--- config.mk ---
export PLATFORM = sky130hd
export DESIGN_NAME = mem_arbiter_flat
export DESIGN_NICKNAME = d
export VERILOG_FILES = /design/src/rtl/mem_arbiter_if.sv /design/src/rtl/mem_arbiter.sv /design/src/flat_wrapper.sv
export SDC_FILE = /design/constraint.sdc
export NUM_CORES = 1
export LEC_CHECK = 0
export BUFFER_PORTS_ARGS = -buffer_cell sky130_fd_sc_hd__buf_2
export CORE_MARGIN = 5
export CORE_UTILIZATION = 45
export DETAILED_ROUTE_END_ITERATION = 6
export PLACE_DENSITY = 0.76
export SLEW_MARGIN = 20
export SYNTH_ARGS = -nofsm -noshare
export SYNTH_HDL_FRONTEND = slang
export SYNTH_SLANG_ARGS = --single-unit
--- constraint.sdc ---
create_clock -name clk -period 4.5 [get_ports clk]
set_input_delay 0.225 -clock clk [delete_from_list [all_inputs] [get_ports clk]]
set_output_delay 0.225 -clock clk [all_outputs]
set_load 0.03 [all_outputs]
--- src/rtl/mem_arbiter_if.sv ---
// Request/completion bundle between the three memory requesters, MemCtrl and mem_arbiter.
// The arbiter uses the master view; requesters and MemCtrl use the slave view.
interface mem_arbiter_if #(
   parameter int DATA_W = 32
);
   logic              ic_valid;
   logic [DATA_W-1:0] ic_addr;
   logic              ic_enable;
   logic [DATA_W-1:0] ic_inst;

   logic              pf_valid;
   logic [DATA_W-1:0] pf_addr;
   logic              pf_enable;
   logic [DATA_W-1:0] pf_data;

   logic              lsb_valid;
   logic [DATA_W-1:0] lsb_addr;
   logic [DATA_W-1:0] lsb_wdata;
   logic [2:0]        lsb_size;
   logic              lsb_wr_tag;
   logic              lsb_enable;
   logic [DATA_W-1:0] lsb_rdata;

   logic              mem_valid;
   logic [DATA_W-1:0] mem_addr;
   logic [DATA_W-1:0] mem_wdata;
   logic [2:0]        mem_size;
   logic              mem_wr_tag;
   logic              mem_done;
   logic [DATA_W-1:0] mem_rdata;

   modport master (
      input  ic_valid, ic_addr,
      input  pf_valid, pf_addr,
      input  lsb_valid, lsb_addr, lsb_wdata, lsb_size, lsb_wr_tag,
      input  mem_done, mem_rdata,
      output ic_enable, ic_inst,
      output pf_enable, pf_data,
      output lsb_enable, lsb_rdata,
      output mem_valid, mem_addr, mem_wdata, mem_size, mem_wr_tag
   );

   modport slave (
      output ic_valid, ic_addr,
      output pf_valid, pf_addr,
      output lsb_valid, lsb_addr, lsb_wdata, lsb_size, lsb_wr_tag,
      output mem_done, mem_rdata,
      input  ic_enable, ic_inst,
      input  pf_enable, pf_data,
      input  lsb_enable, lsb_rdata,
      input  mem_valid, mem_addr, mem_wdata, mem_size, mem_wr_tag
   );
endinterface

--- src/rtl/mem_arbiter.sv ---
// Single-outstanding arbiter sharing the MemCtrl port between ICache, LSB and prefetcher,
// with mispredict draining of speculative requests and ICache anti-starvation.
module mem_arbiter #(
   parameter int STARVE_LIMIT = 8,
   parameter int CNT_W        = 4
) (
   input  logic          clk,
   input  logic          rst,
   input  logic          rdy,
   input  logic          jump_flag,
   mem_arbiter_if.master bus
);
   typedef enum logic [1:0] {IDLE, BUSY, DRAIN} state_t;
   typedef enum logic [1:0] {OWN_NONE, OWN_IC, OWN_PF, OWN_LSB} owner_t;

   localparam logic [CNT_W-1:0] LIMIT = CNT_W'(STARVE_LIMIT);

   state_t           state;
   owner_t           owner;
   logic [CNT_W-1:0] starve_cnt;
   owner_t           winner;
   logic             starved;
   logic             drainable;

   assign starved   = (starve_cnt >= LIMIT);
   // A store already issued to MemCtrl is architectural and must complete.
   assign drainable = (owner != OWN_LSB) || !bus.mem_wr_tag;

   // Requesters deassert valid in the cycle their enable is high, so every
   // valid seen here is a fresh request. A flush only lets a store through.
   always_comb begin
      winner = OWN_NONE;
      if (bus.lsb_valid && bus.lsb_wr_tag) begin
         winner = OWN_LSB;
      end else if (!jump_flag) begin
         if (bus.ic_valid && starved)  winner = OWN_IC;
         else if (bus.lsb_valid)       winner = OWN_LSB;
         else if (bus.ic_valid)        winner = OWN_IC;
         else if (bus.pf_valid)        winner = OWN_PF;
      end
   end

   always_ff @(posedge clk or negedge rst) begin
      if (!rst) begin
         state          <= IDLE;
         owner          <= OWN_NONE;
         starve_cnt     <= '0;
         bus.mem_valid  <= 1'b0;
         bus.mem_addr   <= '0;
         bus.mem_wdata  <= '0;
         bus.mem_size   <= '0;
         bus.mem_wr_tag <= 1'b0;
         bus.ic_enable  <= 1'b0;
         bus.ic_inst    <= '0;
         bus.pf_enable  <= 1'b0;
         bus.pf_data    <= '0;
         bus.lsb_enable <= 1'b0;
         bus.lsb_rdata  <= '0;
      end else if (rdy) begin
         bus.ic_enable  <= 1'b0;
         bus.pf_enable  <= 1'b0;
         bus.lsb_enable <= 1'b0;

         if (jump_flag || (state == IDLE && winner == OWN_IC)) begin
            starve_cnt <= '0;
         end else if (bus.ic_valid && owner != OWN_IC && !starved) begin
            starve_cnt <= starve_cnt + 1'b1;
         end

         case (state)
            IDLE: begin
               if (winner != OWN_NONE) begin
                  state         <= BUSY;
                  owner         <= winner;
                  bus.mem_valid <= 1'b1;
                  if (winner == OWN_LSB) begin
                     bus.mem_addr   <= bus.lsb_addr;
                     bus.mem_wdata  <= bus.lsb_wdata;
                     bus.mem_size   <= bus.lsb_size;
                     bus.mem_wr_tag <= bus.lsb_wr_tag;
                  end else begin
                     bus.mem_addr   <= (winner == OWN_IC) ? bus.ic_addr : bus.pf_addr;
                     bus.mem_wdata  <= '0;
                     bus.mem_size   <= 3'd4;
                     bus.mem_wr_tag <= 1'b0;
                  end
               end
            end
            BUSY: begin
               if (bus.mem_done) begin
                  state         <= IDLE;
                  owner         <= OWN_NONE;
                  bus.mem_valid <= 1'b0;
                  // A flush landing on the completion cycle still discards speculative data.
                  if (!(jump_flag && drainable)) begin
                     case (owner)
                        OWN_IC: begin
                           bus.ic_enable <= 1'b1;
                           bus.ic_inst   <= bus.mem_rdata;
                        end
                        OWN_PF: begin
                           bus.pf_enable <= 1'b1;
                           bus.pf_data   <= bus.mem_rdata;
                        end
                        OWN_LSB: begin
                           bus.lsb_enable <= 1'b1;
                           bus.lsb_rdata  <= bus.mem_rdata;
                        end
                        default: ;
                     endcase
                  end
               end else if (jump_flag && drainable) begin
                  state <= DRAIN;
               end
            end
            DRAIN: begin
               if (bus.mem_done) begin
                  state         <= IDLE;
                  owner         <= OWN_NONE;
                  bus.mem_valid <= 1'b0;
               end
            end
            default: begin
               state         <= IDLE;
               owner         <= OWN_NONE;
               bus.mem_valid <= 1'b0;
            end
         endcase
      end
   end
endmodule

--- src/flat_wrapper.sv ---
// flat-port wrapper written by rule: the top's interface ports become plain ports
module mem_arbiter_flat 
#(
   parameter int STARVE_LIMIT = 8,
   parameter int CNT_W        = 4
)
  (clk, rst, rdy, jump_flag, bus_ic_valid, bus_ic_addr, bus_pf_valid, bus_pf_addr, bus_lsb_valid, bus_lsb_addr, bus_lsb_wdata, bus_lsb_size, bus_lsb_wr_tag, bus_mem_done, bus_mem_rdata, bus_ic_enable, bus_ic_inst, bus_pf_enable, bus_pf_data, bus_lsb_enable, bus_lsb_rdata, bus_mem_valid, bus_mem_addr, bus_mem_wdata, bus_mem_size, bus_mem_wr_tag);
  mem_arbiter_if bus_i ();
  input  logic clk;
  input  logic rst;
  input  logic rdy;
  input  logic jump_flag;
  input wire logic [$bits(bus_i.ic_valid)-1:0] bus_ic_valid;
  input wire logic [$bits(bus_i.ic_addr)-1:0] bus_ic_addr;
  input wire logic [$bits(bus_i.pf_valid)-1:0] bus_pf_valid;
  input wire logic [$bits(bus_i.pf_addr)-1:0] bus_pf_addr;
  input wire logic [$bits(bus_i.lsb_valid)-1:0] bus_lsb_valid;
  input wire logic [$bits(bus_i.lsb_addr)-1:0] bus_lsb_addr;
  input wire logic [$bits(bus_i.lsb_wdata)-1:0] bus_lsb_wdata;
  input wire logic [$bits(bus_i.lsb_size)-1:0] bus_lsb_size;
  input wire logic [$bits(bus_i.lsb_wr_tag)-1:0] bus_lsb_wr_tag;
  input wire logic [$bits(bus_i.mem_done)-1:0] bus_mem_done;
  input wire logic [$bits(bus_i.mem_rdata)-1:0] bus_mem_rdata;
  output wire logic [$bits(bus_i.ic_enable)-1:0] bus_ic_enable;
  output wire logic [$bits(bus_i.ic_inst)-1:0] bus_ic_inst;
  output wire logic [$bits(bus_i.pf_enable)-1:0] bus_pf_enable;
  output wire logic [$bits(bus_i.pf_data)-1:0] bus_pf_data;
  output wire logic [$bits(bus_i.lsb_enable)-1:0] bus_lsb_enable;
  output wire logic [$bits(bus_i.lsb_rdata)-1:0] bus_lsb_rdata;
  output wire logic [$bits(bus_i.mem_valid)-1:0] bus_mem_valid;
  output wire logic [$bits(bus_i.mem_addr)-1:0] bus_mem_addr;
  output wire logic [$bits(bus_i.mem_wdata)-1:0] bus_mem_wdata;
  output wire logic [$bits(bus_i.mem_size)-1:0] bus_mem_size;
  output wire logic [$bits(bus_i.mem_wr_tag)-1:0] bus_mem_wr_tag;
  assign bus_i.ic_valid = bus_ic_valid;
  assign bus_i.ic_addr = bus_ic_addr;
  assign bus_i.pf_valid = bus_pf_valid;
  assign bus_i.pf_addr = bus_pf_addr;
  assign bus_i.lsb_valid = bus_lsb_valid;
  assign bus_i.lsb_addr = bus_lsb_addr;
  assign bus_i.lsb_wdata = bus_lsb_wdata;
  assign bus_i.lsb_size = bus_lsb_size;
  assign bus_i.lsb_wr_tag = bus_lsb_wr_tag;
  assign bus_i.mem_done = bus_mem_done;
  assign bus_i.mem_rdata = bus_mem_rdata;
  assign bus_ic_enable = bus_i.ic_enable;
  assign bus_ic_inst = bus_i.ic_inst;
  assign bus_pf_enable = bus_i.pf_enable;
  assign bus_pf_data = bus_i.pf_data;
  assign bus_lsb_enable = bus_i.lsb_enable;
  assign bus_lsb_rdata = bus_i.lsb_rdata;
  assign bus_mem_valid = bus_i.mem_valid;
  assign bus_mem_addr = bus_i.mem_addr;
  assign bus_mem_wdata = bus_i.mem_wdata;
  assign bus_mem_size = bus_i.mem_size;
  assign bus_mem_wr_tag = bus_i.mem_wr_tag;
  mem_arbiter #(.STARVE_LIMIT(STARVE_LIMIT), .CNT_W(CNT_W)) u_core (.clk(clk), .rst(rst), .rdy(rdy), .jump_flag(jump_flag), .bus(bus_i));
endmodule
Word level (Yosys, flattened, before mapping)
Cells that the tools add are included.
{ "classes": {"add_sub_neg": 1, "n_mul": 0, "div": 0, "n_lt_le_gt_ge": 1, "eq_ne": 13, "n_shift": 0, "muxes": 35, "bitwise": 1, "n_reduce_logical": 21} }
{ "op_table": {"columns": ["operator", "n"], "rows": [
  ["two-way mux 32 bit", 3],
  ["two-way mux 2 bit", 11],
  ["two-way mux 1 bit", 15],
  ["AND reduction 5 bit", 3],
  ["equality test 2 bit (second input constant)", 4],
  ["two-way mux 4 bit", 2],
  ["equality test 2 x 1 -> 1 bit (second input constant)", 3],
  ["logical AND 1 bit", 6],
  ["inequality test 2 bit (second input constant)", 3],
  ["case mux 2 bit (3 select lines)", 1],
  ["AND reduction 3 bit", 2],
  ["adder 4 x 1 -> 4 bit (second input constant)", 1],
  ["greater-or-equal comparator 4 bit (second input constant)", 1],
  ["inequality test 2 x 1 -> 1 bit (second input constant)", 2],
  ["case mux 2 bit (2 select lines)", 1],
  ["AND reduction 4 bit", 1],
  ["nonzero test 2 bit", 2],
  ["two-way mux 3 bit", 1],
  ["inequality test 3 x 2 -> 1 bit (second input constant)", 1],
  ["logical NOT 1 bit", 2],
  ["logical NOT 2 bit", 1],
  ["logical OR 1 bit", 2],
  ["case mux 1 bit (2 select lines)", 1],
  ["AND reduction 2 bit", 1],
  ["other kinds (2)", 2]
]} }
{ "word_totals": {"reg_bits": 176, "latchBits": 0, "mem_bits_rw": 0, "mem_bits_ro": 0, "input_bits": 172, "output_inout_bits": 168, "mem_count": 0} }

Depth between registers and ports, before layout
Gate-level depths: netlist of the first run.
{ "depth": {"depth_word": 11, "ltp_mapped": 8, "depth_no_buf": 6} }

Worst setup path after synthesis of the first run
OpenSTA, ideal clock, no wires.
{ "synth_path": {"kind": "register to register", "from": "reg u_core.state[1]", "to": "reg u_core.bus.pf_data[10]", "arrival_time_ps": 1700, "path_slack_ps": 2676, "path_stages_with_launch": 8, "n_path_buf": 2, "synth_period_minus_slack_ps": 1824, "cell_sequence": "dfrtp_1 -> inv_1 -> ha_1 -> and3_1 -> and3_1 -> clkbuf_1 -> buf_2 -> mux2_2"} }
{ "synth_between": {"elab_chain_len": 2} }
{ "synth_lines": {"columns": ["item", "line_no", "text"], "rows": [
  ["start: declaration", "mem_arbiter.sv:18", "state_t state;"],
  ["start signal: assignment", "mem_arbiter.sv:45", "state <= IDLE;"],
  ["start signal: assignment", "mem_arbiter.sv:73", "state <= BUSY;"],
  ["start signal: assignment", "mem_arbiter.sv:91", "state <= IDLE;"],
  ["equality test 2 x 1 -> 1 bit", "mem_arbiter.sv:70", "case (state)"],
  ["AND reduction 5 bit (no source line)", null, null],
  ["end signal: assignment", "mem_arbiter.sv:103", "bus.pf_data <= bus.mem_rdata;"],
  ["end: declaration", "mem_arbiter_if.sv:38", "output pf_enable, pf_data,"]
]} }
No other way between the ends.
A chain may end at the register's enable or synchronous reset.

Final worst setup path of the first run
{ "layout_path": {"from": "reg u_core.state[1]", "to": "reg u_core.bus.mem_addr[11]"} }
{ "layout_between": {"elab_chain_len": 2} }
{ "layout_lines": {"columns": ["item", "line_no", "text"], "rows": [
  ["logical NOT 2 bit", "mem_arbiter.sv:70", null],
  ["AND reduction 3 bit (no source line)", null, null],
  ["end signal: assignment", "mem_arbiter.sv:77", "bus.mem_addr <= bus.lsb_addr;"],
  ["end signal: assignment", "mem_arbiter.sv:82", "bus.mem_addr <= (winner == OWN_IC) ? bus.ic_addr : bus.pf_addr;"],
  ["end: declaration", "mem_arbiter_if.sv:40", "output mem_valid, mem_addr, mem_wdata, mem_size, mem_wr_tag"]
]} }
No other way between the ends.

==> results of run 1 <==
==> what timing repair did <==
action                                  CTS  global route
endpoints found under the setup margin    0             0
hold endpoints to repair                 43             0
buffers inserted                          0             0
hold buffers                              1             0
==> power breakdown <==
group,switching [uW],internal (uW),total (uW)
registers,290,2100,2390
logic,1760,778,2530
clock network,682,867,1550
==> critical path: cells and delay by family, from the launching register on <==
kind | cells | cell delay (ns)
compound gates | 1 | 0.13
fa+ha+maj | 1 | 0.22
buf+inv | 3 | 1.00
flops | 1 | 0.37
simple gates | 2 | 0.85
==> flip-flops by register name, summed over array words and instances, names as in the netlist, 2 cells and up <==
signal,cells
u_core.bus.mem_addr,32
u_core.bus.mem_wdata,32
u_core.owner,2
u_core.bus.ic_inst,32
u_core.state,2
u_core.bus.mem_size,3
u_core.starve_cnt,4
u_core.bus.lsb_rdata,32
u_core.bus.pf_data,32
==> stage by stage <==
step	power, uW	utilization [%]	hold slack (ns)	worst slack, ns
finish	6473	60.06	0.02879	1.786
global route	6820	60.06	0.01912	1.617
CTS	6528	60.03	0.008153	1.778
detailed placement	4968	56.34	0.4348	1.670
global placement	4909	56.33	0.4341	1.705
floorplan	4065	-	-0.07059	2.676
==> logic make-up (layout without fill, tap and decap cells) <==
logic type | Yosys count | in the layout | synth area share [%]
buffers and inverters | 101 | 425 | 5.380
multiplexers | 96 | 96 | 13.79
adder cells (fa/ha/maj) | 5 | 5 | 0.7982
XOR/XNOR | 2 | 2 | 0.2235
AO/OA/AOI/OAI | 225 | 225 | 18.28
flip-flops | 176 | 176 | 56.19
other | 0 | 1 | 0
AND/OR/NAND/NOR | 95 | 95 | 5.332
==> final cells by class <==
cell class	instances	area, sq um	area share (%)
well taps	225	281.5	2.729
clock buffers	18	439.2	4.257
multi-input cells	423	3044	29.51
repair buffers	352	1805	17.50
clock inverters	14	185.2	1.795
diodes	1	2.502	0.02426
flip-flops and latches	176	4404	42.69
inverters	41	153.9	1.492
==> cells in the final DEF, fill, tap and decap left out, types with 2 or more instances in the layout <==
cell type / n
o31ai_1: 33
and3_1: 3
clkbuf_16: 17
and4_1: 2
o22ai_1: 2
clkinv_4: 2
ha_1: 5
o21ai_0: 94
inv_1: 41
mux2_2: 95
buf_2: 338
dfrtp_1: 176
inv_8: 5
a21oi_1: 2
bufinv_16: 2
nand2b_1: 4
a32o_1: 2
nand2_1: 37
a21o_1: 2
a211oi_1: 65
nor2b_1: 3
o21ai_1: 13
clkbuf_8: 2
buf_4: 12
inv_6: 4
nor2_1: 39
==> per-layer routing <==
layer | vias up | GRT usage, %
li1 | 3122 | -
met4 | 4 | 7.273
met1 | 3199 | 28.71
met5 | - | 0
met3 | 35 | 6.351
met2 | 309 | 36.92
==> path summary, 6_finish.rpt <==
check	from	cells past startpoint	slack [ns]	to
min in group asynchronous	rst	2	0.48	u_core.bus.ic_inst[21]$_DFFE_PN0P_
max	u_core.state[1]$_DFFE_PN0P_	7	1.79	u_core.bus.mem_addr[11]$_DFFE_PN0P_
max reg2reg	u_core.state[1]$_DFFE_PN0P_	7	1.79	u_core.bus.mem_addr[11]$_DFFE_PN0P_
max in group asynchronous	rst	3	3.00	u_core.bus.lsb_rdata[24]$_DFFE_PN0P_
min reg2reg	u_core.bus.ic_enable$_DFFE_PN0P_	1	0.48	u_core.bus.ic_enable$_DFFE_PN0P_
min	bus_lsb_wdata[6]	3	0.03	u_core.bus.mem_wdata[6]$_DFFE_PN0P_
==> flow_summary.json, run 1 <==
{
  "synth.most_common_cell": "dfrtp_1",
  "ir_drop_uv": 301.0,
  "cts_max_path_buffers": 2,
  "avgSynthCellArea_sq_um": 11.20,
  "syn_nets": 877,
  "setup_tns_ns": 0,
  "met2WireLength_mm": 11.06,
  "p_leak_uw": 0.005515,
  "cts.clk_slew.worst_paths_ns": 0.07,
  "yosysTopAreaCellShare_pct": 56.19,
  "required_ns": 4.79,
  "hpwl_mm": 16.37,
  "cts_root_buffer": "clkbuf_16",
  "tightest_slew_ns": 0.8947,
  "numCtsBuffers": 17,
  "drive_above_1_share_pct": 47.56,
  "grt_use_total_pct": 22.38,
  "max_freq_ghz": 0.3684,
  "crit_type": "register to register",
  "start_util_pct": 45.63,
  "grt_overflow": 0,
  "drt-met1-wl_mm": 9.319,
  "placed_area_sq_um": 9677,
  "wl_met3_mm": 2.022,
  "crit_path_cell_trace": "inv_1, ha_1, nand2_2, buf_4, or2_2, buf_4, o31ai_1",
  "critPathArrivalTime_ns": 3.00,
  "vias": 6669,
  "die-area_sq_um": 20160,
  "relSlewSlack_pct": 40.36,
  "die_y_um": 142.0,
  "ctsHtreeMaxLevel": 4,
  "remaining_drc_errors": 0,
  "setup_viol": 0,
  "dp_cells": 1216,
  "top_layer": "met5",
  "synthDistinctLibCells": 39,
  "layout_min_cycle_time_ns": 2.714,
  "path_common_cell": "buf_4",
  "fin_skew_ns": 0.01357,
  "rsz0062_at_grt": "false",
  "final_cell_area_sq_um": 10320,
  "seq_area_frac_synth_pct": 56.19,
  "nFillCells": 1457,
  "drtIter0Drc": 320,
  "antenna_found_initial": 3,
  "synth_top_cells_by_count": "dfrtp_1 (176), mux2_2 (95), o21ai_0 (94)",
  "final_nets": 1188,
  "area_growth_pct": 31.62,
  "portBuffers": 339,
  "syn-cell-area_sq_um": 7838,
  "async_flop_share_pct": 100.0,
  "drt-pass1-iter-count": 4,
  "fin_crit_sh_pct": 60.32,
  "crit_fanout": 71,
  "final-instance-count-excl-fill": 1250,
  "wl_per_cell_um": 18.32,
  "grt_max_degree": 112,
  "hold_class": "primary input to register",
  "status": "finished, final reports clean",
  "gp_congestion": 0.8901,
  "yosys_most_used_dff": "dfrtp_1",
  "drt_wl_total_mm": 22.90,
  "grt_pass1_wl_mm": 35.98,
  "yosysTopAreaCell": "dfrtp_1",
  "synth_edf_count": 0,
  "ant_nets": 0,
  "via_per_inst": 5.335,
  "slowest_stage": "or2_2",
  "hold_viol": 0,
  "slew_viol_final": 0,
  "synth_cells": 700,
  "slowest_delay_ns": 0.79,
  "clk-insertion-delay-late_ns": 0.42,
  "cts_tree": "yes",
  "core_area_sq_um": 17180,
  "worstSetupEndpointType": "register",
  "cellPowerDensity_nw_per_um2": 627.4,
  "grt_pass1_vias": 6835,
  "yosysWarningCount": 0,
  "drv_cap": 0,
  "ys_seq_elements": 176,
  "row_count": 48,
  "cts_resized": 0,
  "start_kind": "register",
  "pin_count": 340,
  "cts.sinks": 176,
  "synthTopCellsByArea": "dfrtp_1 (56%), mux2_2 (14%), a211oi_1 (6.2%), o21ai_0 (6.0%), o31ai_1 (3.2%)",
  "fp.dieW_um": 142.0
}
Note: power is estimated with default switching activity, not from simulation.
==> run 2, diff against run 1 <==
--- a/config.mk
+++ b/config.mk
@@ -7,7 +7,7 @@
 export LEC_CHECK = 0
 export BUFFER_PORTS_ARGS = -buffer_cell sky130_fd_sc_hd__buf_2
 export CORE_MARGIN = 5
-export CORE_UTILIZATION = 45
+export CORE_UTILIZATION = 43
 export DETAILED_ROUTE_END_ITERATION = 6
 export PLACE_DENSITY = 0.76
 export SLEW_MARGIN = 20
==> constraint.sdc (replaced) <==
create_clock -name clk -period 2.3 [get_ports clk]
set_input_delay 0.115 -clock clk [delete_from_list [all_inputs] [get_ports clk]]
set_output_delay 0.115 -clock clk [all_outputs]
set_load 0.03 [all_outputs]
==> run 2 against run 1 <==
Against the previous run: register-to-register slack worse by 1.5 ns; power is 95% higher; critical path type unchanged; via count is 8.5% higher; sequential power is 95% higher; global-route usage is 1.3 points higher; final cell count is 8.1% higher; cell area is 9.9% higher; utilization is 3.1 points higher; clock power is 81% higher.
==> flow_summary.json, run 2 (synthesis gave the netlist of run 1 again) <==
{
  "vias": 7233,
  "rsz0062_at_grt": "false",
  "via_per_inst": 5.354,
  "die-area_sq_um": 21030,
  "start_util_pct": 43.63,
  "power.total_uw": 12650,
  "status": "finished, final reports clean",
  "cts_max_path_buffers": 2,
  "power.internal_uw": 7244,
  "grt_overflow": 0,
  "cts_resized": 0,
  "grt_pass1_vias": 7602,
  "cellPowerDensity_nw_per_um2": 1116,
  "clkPwrFrac_pct": 22.2,
  "crit_type": "register to register",
  "final_common_cell": "buf_2",
  "p_seq_share_pct": 36.9,
  "gp_congestion": 0.8287,
  "critPathArrivalTime_ns": 2.27,
  "fin_ws_ns": 0.3262,
  "numCtsBuffers": 17,
  "pin_count": 340,
  "fp.dieW_um": 145.0,
  "drtIter0Drc": 355,
  "fin_skew_ns": 0.01188,
  "ir_drop_uv": 705.3,
  "row_count": 49,
  "core_area_sq_um": 17960,
  "p_leak_uw": 0.005933,
  "grt_use_total_pct": 23.67,
  "remaining_drc_errors": 0,
  "combPwrFrac_pct": 40.9,
  "crit_fanout": 20,
  "drv_cap": 0,
  "hold_class": "primary input to register",
  "cts_tree": "yes",
  "drt-pass1-iter-count": 4,
  "antenna_found_initial": 0,
  "ant_nets": 0,
  "worstSetupEndpointType": "register",
  "drive_above_1_share_pct": 43.80,
  "cts.clk_slew.worst_paths_ns": 0.07,
  "fin_crit_sh_pct": 85.82,
  "portBuffers": 339,
  "max_freq_ghz": 0.5066,
  "setup_viol": 0,
  "power.switching_uw": 5409,
  "hold-worst-slack_ns": 0.01194,
  "area_growth_pct": 44.67,
  "hold_viol": 0,
  "hpwl_mm": 16.78,
  "setup_tns_ns": 0,
  "ctsHtreeMaxLevel": 4,
  "final_cell_mix": "buf_2 (338), dfrtp_1 (176), mux2_2 (95)",
  "cts.sinks": 176,
  "p_sw_share_pct": 42.75,
  "final_nets": 1285,
  "start_kind": "register",
  "required_ns": 2.60,
  "relSlewSlack_pct": 56.40,
  "cts_root_buffer": "clkbuf_16",
  "drt_wl_total_mm": 25.20,
  "dp_slack_ns": 0.3105,
  "layout_min_cycle_time_ns": 1.974,
  "tightest_slew_ns": 0.6540,
  "slew_viol_final": 0,
  "wl_per_cell_um": 18.65,
  "clk-insertion-delay-late_ns": 0.42,
  "grt_pass1_wl_mm": 40.90,
  "die_y_um": 145.0,
  "grt_max_degree": 71
}
[run 2: changes by cell type in the layout (fill, tap and decap cells not counted), moves of 2 or more]
| cell | change |
|---|---|
| buf_4 | -3 |
| clkinv_4 | +2 |
| buf_12 | +8 |
| dlygate4sd3_1 | +92 |
| bufinv_16 | -2 |
| inv_6 | -4 |
[run 2: timing repair]
action	in CTS	in global routing
setup buffers	0	0
hold buffers	93	0
hold endpoints to repair	212	0
[run 2: final timing paths]
| check | from | to | slack, ns | cells past startpoint |
|---|---|---|---|---|
| max | u_core.state[1]$_DFFE_PN0P_ | u_core.bus.lsb_rdata[16]$_DFFE_PN0P_ | 0.33 | 6 |
| min reg2reg | u_core.bus.pf_enable$_DFFE_PN0P_ | u_core.bus.pf_enable$_DFFE_PN0P_ | 0.49 | 1 |
| max reg2reg | u_core.state[1]$_DFFE_PN0P_ | u_core.bus.lsb_rdata[16]$_DFFE_PN0P_ | 0.33 | 6 |
| min | bus_lsb_addr[2] | u_core.bus.mem_addr[2]$_DFFE_PN0P_ | 0.01 | 3 |
| min in group asynchronous | rst | u_core.bus.lsb_rdata[5]$_DFFE_PN0P_ | 0.25 | 2 |
| max in group asynchronous | rst | u_core.bus.mem_wr_tag$_DFFE_PN0P_ | 1.34 | 3 |
[run 2: through the flow]
step	util (%)	area (sq um)	cells
detailed placement	54.66	9819	1225
CTS	63.11	11340	1350
finish	63.12	11340	1351
floorplan	-	7838	700
global placement	54.66	9819	1225
global route	63.11	11340	1350
[run 2: power by group through the flow]
stage | combinational, uW | sequential (uW) | clock, uW
after floorplan | 1360 | 6590 | 0
after global placement | 4960 | 4680 | 0
after detailed placement | 5060 | 4700 | 0
after CTS | 5180 | 4670 | 2890
after global routing | 5540 | 4800 | 3010
final | 5170 | 4670 | 2810
[run 2: final cells by class]
cell class                      count  area (sq um)
Fill cell                        1375          6625
Clock inverter                     13         142.6
Clock buffer                       19         442.9
Multi-Input combinational cell    423          3044
Inverter                           41         153.9
Antenna cell                        1         2.502
Timing Repair Buffer              449          2861
Sequential cell                   176          4404
Tap cell                          229         286.5
[run 2: layer usage]
layer  global-route usage (%)  vias to the layer above  share of wire [%]
met2                    39.90                      347                 50
met4                    9.322                        0                3.2
met3                    6.423                       62                7.9
met5                        0                        -                  0
met1                    28.95                     3506                 39
li1                         -                     3318                  -
[run 2: worst max-delay path: stages, from the launching register on]
cell and delay [ns]:
dfrtp_1 0.40, inv_1 0.10, ha_1 0.19, and3_1 0.25, o2111ai_4 0.34, buf_12 0.29, mux2_2 0.28
==> run 3, diff against run 2 <==
--- a/config.mk
+++ b/config.mk
@@ -9,6 +9,7 @@
 export CORE_MARGIN = 5
 export CORE_UTILIZATION = 43
 export DETAILED_ROUTE_END_ITERATION = 6
+export HOLD_SLACK_MARGIN = 0.03
 export PLACE_DENSITY = 0.76
 export SLEW_MARGIN = 20
 export SYNTH_ARGS = -nofsm -noshare
==> run 3 against run 2 <==
Against the previous run: hold slack gained 0.034 ns; worst setup slack better by 0.0067 ns; combinational power hardly changed; fmax is 0.34% higher; largest power group unchanged; wire length rose by 0.91%; cell area is 0.62% higher.
==> flow_summary.json, run 3 (synthesis gave the netlist of run 1 again) <==
{
  "status": "finished, final reports clean",
  "rsz0062_at_grt": "false",
  "remaining_drc_errors": 0,
  "grt_pass1_vias": 7633,
  "drt_wl_total_mm": 25.43,
  "fin_skew_ns": 0.01117,
  "clk-insertion-delay-late_ns": 0.42,
  "max_freq_ghz": 0.5084,
  "final_cell_mix": "buf_2 (338), dfrtp_1 (176), dlygate4sd3_1 (100)",
  "ant_nets": 0,
  "layout_min_cycle_time_ns": 1.967,
  "drive_above_1_share_pct": 43.53,
  "area_growth_pct": 45.56,
  "cts.clk_slew.worst_paths_ns": 0.07,
  "ctsHtreeMaxLevel": 4,
  "cts_max_path_buffers": 2,
  "required_ns": 2.60,
  "start_kind": "register",
  "die_y_um": 145.0,
  "die-area_sq_um": 21030,
  "ir_drop_uv": 693.2,
  "slew_viol_final": 0,
  "min_from": "bus_lsb_wr_tag",
  "p_seq_share_pct": 36.9,
  "hold_viol": 0,
  "grt_max_degree": 71,
  "crit_fanout": 20,
  "vias": 7292,
  "hpwl_mm": 16.78,
  "tightest_slew_ns": 0.6587,
  "hold_class": "primary input to register",
  "numCtsBuffers": 17,
  "grt_pass1_wl_mm": 41.10,
  "drv_cap": 0,
  "cp-startpoint": "u_core.state[1]$_DFFE_PN0P_",
  "grt_use_total_pct": 23.78,
  "cellPowerDensity_nw_per_um2": 1111,
  "power.internal_uw": 7252,
  "wl_per_cell_um": 18.72,
  "final_common_cell": "buf_2",
  "pin_count": 340,
  "p_sw_share_pct": 42.80,
  "relSlewSlack_pct": 56.09,
  "cts.sinks": 176,
  "crit_type": "register to register",
  "cts_resized": 0,
  "start_util_pct": 43.63,
  "fin_crit_sh_pct": 85.52,
  "final_nets": 1292,
  "r2r-start": "u_core.state[1]$_DFFE_PN0P_",
  "antenna_found_initial": 0,
  "core_area_sq_um": 17960,
  "cts_tree": "yes",
  "grt_overflow": 0,
  "gp_congestion": 0.8287,
  "final_util_pct": 63.51,
  "drtIter0Drc": 368,
  "setup_tns_ns": 0,
  "p_leak_uw": 0.005962,
  "setup_viol": 0,
  "via_per_inst": 5.370,
  "clkPwrFrac_pct": 22.2,
  "row_count": 49,
  "worstSetupEndpointType": "register",
  "portBuffers": 339,
  "combPwrFrac_pct": 41.0,
  "critPathArrivalTime_ns": 2.27,
  "power.switching_uw": 5427,
  "cts_root_buffer": "clkbuf_16",
  "drt-pass1-iter-count": 5,
  "fp.dieW_um": 145.0
}
run 3: cell types whose count changed in the layout (fill, tap and decap cells not counted):
cell / before / now
dlygate4sd3_1: 93 / 100
run 3: timing repair:
item,in CTS,in global routing
buffers inserted,0,0
endpoints found under the hold margin,221,0
hold buffers,100,0
run 3: layout make-up:
class	count	area, sq um
repair buffers	456	2932
clock inverters	13	142.6
multi-input cells	423	3044
well taps	229	286.5
fillers	1355	6555
clock buffers	19	442.9
inverters	41	153.9
flip-flops and latches	176	4404
diodes	1	2.502
run 3: routing by layer:
layer  up-vias  global-route usage, %  wire length, um
met2       395                  39.92            12760
met5         -                      0                0
met1      3511                  29.23             9802
met4         0                  9.087              706
li1       3331                      -                -
met3        55                  6.611             2158
run 3: critical path: stages, from the launching register on:
cell	delay, ns
dfrtp_1	0.40
inv_1	0.10
ha_1	0.19
and3_1	0.25
o2111ai_4	0.34
buf_12	0.29
mux2_2	0.28
run 3: final timing paths:
| check | endpoint | slack (ns) | depth (start not counted) |
|---|---|---|---|
| worst max-delay path | u_core.bus.lsb_rdata[21]$_DFFE_PN0P_ | 0.33 | 6 |
| max in group asynchronous | u_core.bus.mem_wr_tag$_DFFE_PN0P_ | 1.34 | 3 |
| worst max register to register | u_core.bus.lsb_rdata[21]$_DFFE_PN0P_ | 0.33 | 6 |
| worst min-delay path | u_core.bus.mem_wr_tag$_DFFE_PN0P_ | 0.05 | 3 |
| worst min register to register | u_core.bus.pf_enable$_DFFE_PN0P_ | 0.49 | 1 |
| min in group asynchronous | u_core.bus.lsb_rdata[5]$_DFFE_PN0P_ | 0.25 | 2 |
run 3: stage by stage:
step	hold slack [ns]	total power (uW)	instances	cell area (sq um)	worst slack, ns
5_1_grt	0.05030	13360	1357	11410	0.2068
3_5_place_dp	0.1300	9765	1225	9819	0.3105
2_1_floorplan	-0.1806	7953	700	7838	0.4757
4_1_cts	0.03114	12750	1357	11410	0.3016
6_report	0.04623	12680	1358	11410	0.3330
3_3_place_gp	0.1316	9636	1225	9819	0.3628
run 3: power by group through the flow:
stage | Combinational, uW | Sequential [uW] | Clock (uW)
floorplan | 1360 | 6590 | 0
global placement | 4960 | 4680 | 0
detailed placement | 5060 | 4700 | 0
CTS | 5190 | 4670 | 2890
global route | 5560 | 4800 | 3000
finish | 5190 | 4680 | 2810
